`config.mk`:
```
export PLATFORM = sky130hd
export DESIGN_NAME = div_job_sequencer
export DESIGN_NICKNAME = d
export VERILOG_FILES = /design/src/rtl/div_job_sequencer.sv
export SDC_FILE = /design/constraint.sdc
export NUM_CORES = 1
export LEC_CHECK = 0
export BUFFER_PORTS_ARGS = -buffer_cell sky130_fd_sc_hd__buf_2
export CORE_UTILIZATION = 55
export DETAILED_ROUTE_END_ITERATION = 12
export PLACE_DENSITY = 0.74
export SYNTH_ARGS = -nofsm -noshare
export SYNTH_HDL_FRONTEND = slang
export SYNTH_SLANG_ARGS = --single-unit
```
`constraint.sdc`:
```
create_clock -name clk -period 3.3 [get_ports clk]
set_input_delay 0.66 -clock clk [delete_from_list [all_inputs] [get_ports clk]]
set_output_delay 0.66 -clock clk [all_outputs]
set_load 0.01 [all_outputs]
```
`src/rtl/div_job_sequencer.sv`:
```
// Operand FIFO and job sequencer in front of the 10-bit sequential divider.
// Issues one (A, B) job at a time and holds each result (or timeout) in an output slot.
module div_job_sequencer #(
  parameter int unsigned DEPTH   = 4,
  parameter int unsigned TIMEOUT = 32,
  localparam int unsigned DW     = 10
) (
  input  logic          clk,
  input  logic          rst_n,
  input  logic          in_valid,
  output logic          in_ready,
  input  logic [DW-1:0] in_A,
  input  logic [DW-1:0] in_B,
  output logic          div_start,
  output logic [DW-1:0] div_A,
  output logic [DW-1:0] div_B,
  input  logic          div_done,
  input  logic [DW-1:0] div_q,
  input  logic          div_dvz,
  input  logic          div_ovf,
  output logic          res_valid,
  input  logic          res_ready,
  output logic [DW-1:0] res_q,
  output logic          res_dvz,
  output logic          res_ovf,
  output logic          res_tmo,
  output logic          busy
);

  localparam int unsigned AW = (DEPTH > 1) ? $clog2(DEPTH) : 1;
  localparam int unsigned CW = AW + 1;
  localparam int unsigned TW = $clog2(TIMEOUT) + 1;

  typedef enum logic [1:0] {
    S_IDLE  = 2'd0,
    S_ISSUE = 2'd1,
    S_WAIT  = 2'd2
  } state_t;

  typedef struct packed {
    logic [DW-1:0] a;
    logic [DW-1:0] b;
  } op_t;

  state_t        state;
  op_t           mem [DEPTH];
  logic [AW-1:0] wr_ptr;
  logic [AW-1:0] rd_ptr;
  logic [CW-1:0] count;
  logic [TW-1:0] wait_cnt;
  logic          push;
  logic          pop;
  logic          slot_free;
  logic          timeout_hit;

  assign in_ready    = (count != CW'(DEPTH));
  assign push        = in_valid && in_ready;
  assign pop         = (state == S_ISSUE);
  assign div_start   = (state == S_ISSUE);
  assign busy        = (state != S_IDLE) || (count != '0);
  assign slot_free   = !res_valid || res_ready;
  assign timeout_hit = (wait_cnt == TW'(TIMEOUT - 1));

  // Operand storage; contents need no reset since count gates every read.
  always_ff @(posedge clk) begin
    if (push) begin
      mem[wr_ptr] <= {in_A, in_B};
    end
  end

  always_ff @(posedge clk or negedge rst_n) begin
    if (!rst_n) begin
      state     <= S_IDLE;
      wr_ptr    <= '0;
      rd_ptr    <= '0;
      count     <= '0;
      wait_cnt  <= '0;
      div_A     <= '0;
      div_B     <= '0;
      res_valid <= 1'b0;
      res_q     <= '0;
      res_dvz   <= 1'b0;
      res_ovf   <= 1'b0;
      res_tmo   <= 1'b0;
    end else begin
      if (push) begin
        wr_ptr <= wr_ptr + AW'(1);
      end
      if (pop) begin
        rd_ptr <= rd_ptr + AW'(1);
      end
      case ({push, pop})
        2'b10:   count <= count + CW'(1);
        2'b01:   count <= count - CW'(1);
        default: count <= count;
      endcase

      // Consumer drain; a capture below in the same cycle overrides it.
      if (res_valid && res_ready) begin
        res_valid <= 1'b0;
      end

      case (state)
        S_IDLE: begin
          if ((count != '0) && slot_free) begin
            div_A <= mem[rd_ptr].a;
            div_B <= mem[rd_ptr].b;
            state <= S_ISSUE;
          end
        end
        S_ISSUE: begin
          wait_cnt <= '0;
          state    <= S_WAIT;
        end
        S_WAIT: begin
          wait_cnt <= wait_cnt + TW'(1);
          if (div_done) begin
            res_q     <= div_q;
            res_dvz   <= div_dvz;
            res_ovf   <= div_ovf;
            res_tmo   <= 1'b0;
            res_valid <= 1'b1;
            state     <= S_IDLE;
          end else if (timeout_hit) begin
            res_q     <= '0;
            res_dvz   <= 1'b0;
            res_ovf   <= 1'b0;
            res_tmo   <= 1'b1;
            res_valid <= 1'b1;
            state     <= S_IDLE;
          end
        end
        default: state <= S_IDLE;
      endcase
    end
  end

endmodule

```
==> metrics.cfg <==
[timing]
fin_skew_ps = 7.57
maxSlewHeadroom = 0.357
min_period_ps = 2610
tightest_slew_ps = 964
rsz0062_at_grt = false
period_share = 0.790
fin_setup_tns_ps = 0
slew_violations = 0
hold_viol_final = 0
setup_viol = 0
fin_ws_ps = 692
clock.fmax_mhz = 383

[synth]
ys_seq_area_frac = 0.701
netlist_area_sq_um = 5170
syn-instance-count = 299
synth_cell_types = 40
yosysWarnings = 0
syn_area_per_cell_sq_um = 17.3
synth_seq_cells = 129
synth_nets = 346

[critical_path]
timing.rr.start = count[1]$_DFFE_PN0P_
cp-start-kind = register
setup.worst_path.start = state[0]$_DFFE_PN0P_
timing.rr.end = count[2]$_DFFE_PN0P_
crit_fanout = 4
cpPeakStageDelay_ps = 520
crit_path_top_delay_cell = or4b_1
required_ps = 2640
crit_type = reg -> out
ff2ff_path_depth = 9
r2r_slack_ps = 1110
cp.arrival_ps = 1950
crit_path_end_kind = output pin
path_cells = inv_1 -> ha_1 -> or4b_1 -> buf_2

[cells_and_area]
fill_cells = 631
multi_input_comb_area_sq_um = 1430
final_cell_mix = 80 x edfxtp_1, 73 x buf_2, 49 x dfrtp_1, 20 x mux2_2, 19 x o21ai_0
final_common_cell = edfxtp_1
drive_above_1_share = 0.380
nets = 434
finish.instance_area_sq_um = 6240
area_growth_pct = 20.7
insertedDiodeCount = 0
layout.area.seq_sq_um = 3630

[pwr]
seq_power_share = 0.408
p_comb_frac = 0.296
switchingPower_uw = 1830
ir_worst_vdd_mv = 0.536
p_int_uw = 4200
power_frac_clock = 0.297
p_per_area_nw_per_um2 = 966
leakage_uw = 0.00244
switching_share = 0.304

[detailed_routing]
vias = 2901
maxUsedRoutingLayer = met4
first_iter_violations = 174
first_pass_iters = 4
wl_met1_mm = 4.23
wl_met2_mm = 4.46
wl_per_cell_um = 18.1
routed_via_density = 5.68
drc = 0
met3_length_um = 450
drtAntennaViolNets = 0
wl_mm = 9.23

[clock_tree]
hold_buffers = 0
clk_pin_slew_ps = 60
clock_latency_ps = 500
clock-sinks = 129
cts_root_buffer = clkbuf_8
cts_buffers = 17
cts_max_path_buffers = 2
tritoncts = yes
cts_setup_buffers = 0
cts_resized = 0
h-tree-depth = 4

[run]
max_cap_viol_count = 0

[placed_design]
port_buffers = 73
gp_congestion = 0.732
place_ws_ps = 1110
placed_cell_area_sq_um = 5670
hpwl_mm = 5.63

[floorplan]
io_pins = 74
dieWidth_um = 99.0
dieArea_sq_um = 9800
fp.dieH_um = 99.0
coreArea_sq_um = 9200
rows = 35
start_util = 0.563

[global_route]
grt_max_degree = 28
grt_pass1_vias = 2873
grt_usage = 0.209
grt_overflow = 0
grt_first_pass_wirelength_mm = 14.9
antenna_found_initial = 0

[outcome]
status = complete, no violations

[min_path]
hp-class = in -> async

==> routing by layer <==
layer | vias to the layer above | track usage
met5 | - | 0
met3 | 7 | 0.0688
met1 | 1467 | 0.273
met2 | 101 | 0.330
met4 | 0 | 0.0735
li1 | 1326 | -
==> cell families after synthesis <==
group | synth area share
flip-flops | 0.701
AND/OR/NAND/NOR | 0.0527
multiplexers | 0.137
AO/OA/AOI/OAI | 0.0498
buffers and inverters | 0.0218
adder cells (fa/ha/maj) | 0.0256
XOR/XNOR | 0.0119
==> layout make-up <==
| cell class | instances | area share |
|---|---|---|
| clock inverter | 14 | 0.0248 |
| tap | 111 | 0.0222 |
| timing repair buffer | 80 | 0.0669 |
| clock buffer | 18 | 0.0669 |
| multi-input combinational | 145 | 0.229 |
| inverter | 14 | 0.00842 |
| sequential | 129 | 0.581 |
==> through the flow <==
step / hold WS [ps] / util / std cells / total power, uW
after floorplan: 364 / - / 299 / 3720
after global placement: 483 / 0.617 / 479 / 4240
after detailed placement: 488 / 0.617 / 479 / 4300
after CTS: 150 / 0.679 / 511 / 6100
after global routing: 160 / 0.679 / 511 / 6380
final: 146 / 0.679 / 511 / 6030
==> synthesized netlist by cell type <==
library cell	n	area share
xnor2_1	3	0.0051
mux2_4	1	0.0029
or4b_1	1	0.0019
nand2_1	4	0.0029
and2_4	1	0.0017
mux2i_1	1	0.0019
fa_1	1	0.0039
nand3b_1	3	0.0044
clkbuf_1	6	0.0044
nor2_1	4	0.0029
and3_1	4	0.0048
o2bb2ai_1	1	0.0017
mux2_2	20	0.044
xor2_1	4	0.0068
and2_1	1	0.0012
buf_6	2	0.0044
nor3_1	1	0.00097
edfxtp_1	80	0.46
a21boi_0	1	0.0015
nand4_1	2	0.0024
a21oi_1	2	0.0019
nand2b_1	13	0.016
or3_1	1	0.0012
nor2b_1	4	0.0048
o22ai_1	1	0.0012
dfrtp_1	49	0.24
mux4_1	2	0.010
mux4_2	18	0.078
buf_2	3	0.0029
inv_1	14	0.010
nand3_1	4	0.0039
and4_1	1	0.0017
a21o_1	1	0.0015
a22oi_1	12	0.017
or3b_4	1	0.0022
a31oi_1	1	0.0012
o221a_2	1	0.0022
o211ai_1	2	0.0029
o21ai_0	19	0.018
ha_1	9	0.022
==> critical path: cells and delay by family (launching register included) <==
kind,cells,cell delay (ps)
fa+ha+maj,1,230
buf+inv,2,300
flops,1,400
simple gates,1,520
==> worst max-delay path by stage <==
stage                            to  depth (start not counted)  slack, ps
3_5_place_dp   count[2]$_DFFE_PN0P_                          9       1110
2_1_floorplan  count[2]$_DFFE_PN0P_                          9       1200
5_1_grt                        busy                          4        590
6_report                       busy                          4        690
3_3_place_gp   count[2]$_DFFE_PN0P_                          9       1180
4_1_cts                        busy                          4        680
==> flip-flops by register name (all words and copies together), names as in the netlist <==
| signal | cells |
|---|---|
| res_ovf | 1 |
| res_q | 10 |
| count | 3 |
| res_valid | 1 |
| div_B | 10 |
| rd_ptr | 2 |
| div_A | 10 |
| wr_ptr | 2 |
| mem | 80 |
| wait_cnt | 6 |
| state | 2 |
| res_tmo | 1 |
| res_dvz | 1 |
==> power groups by stage <==
stage	registers, uW	logic [uW]	clock network, uW
after floorplan	2500	1220	0
after global placement	2460	1780	0
after detailed placement	2490	1810	0
after CTS	2460	1820	1810
after global routing	2510	1970	1900
final	2460	1780	1790
No activity file was read; power rests on OpenSTA's default activity.
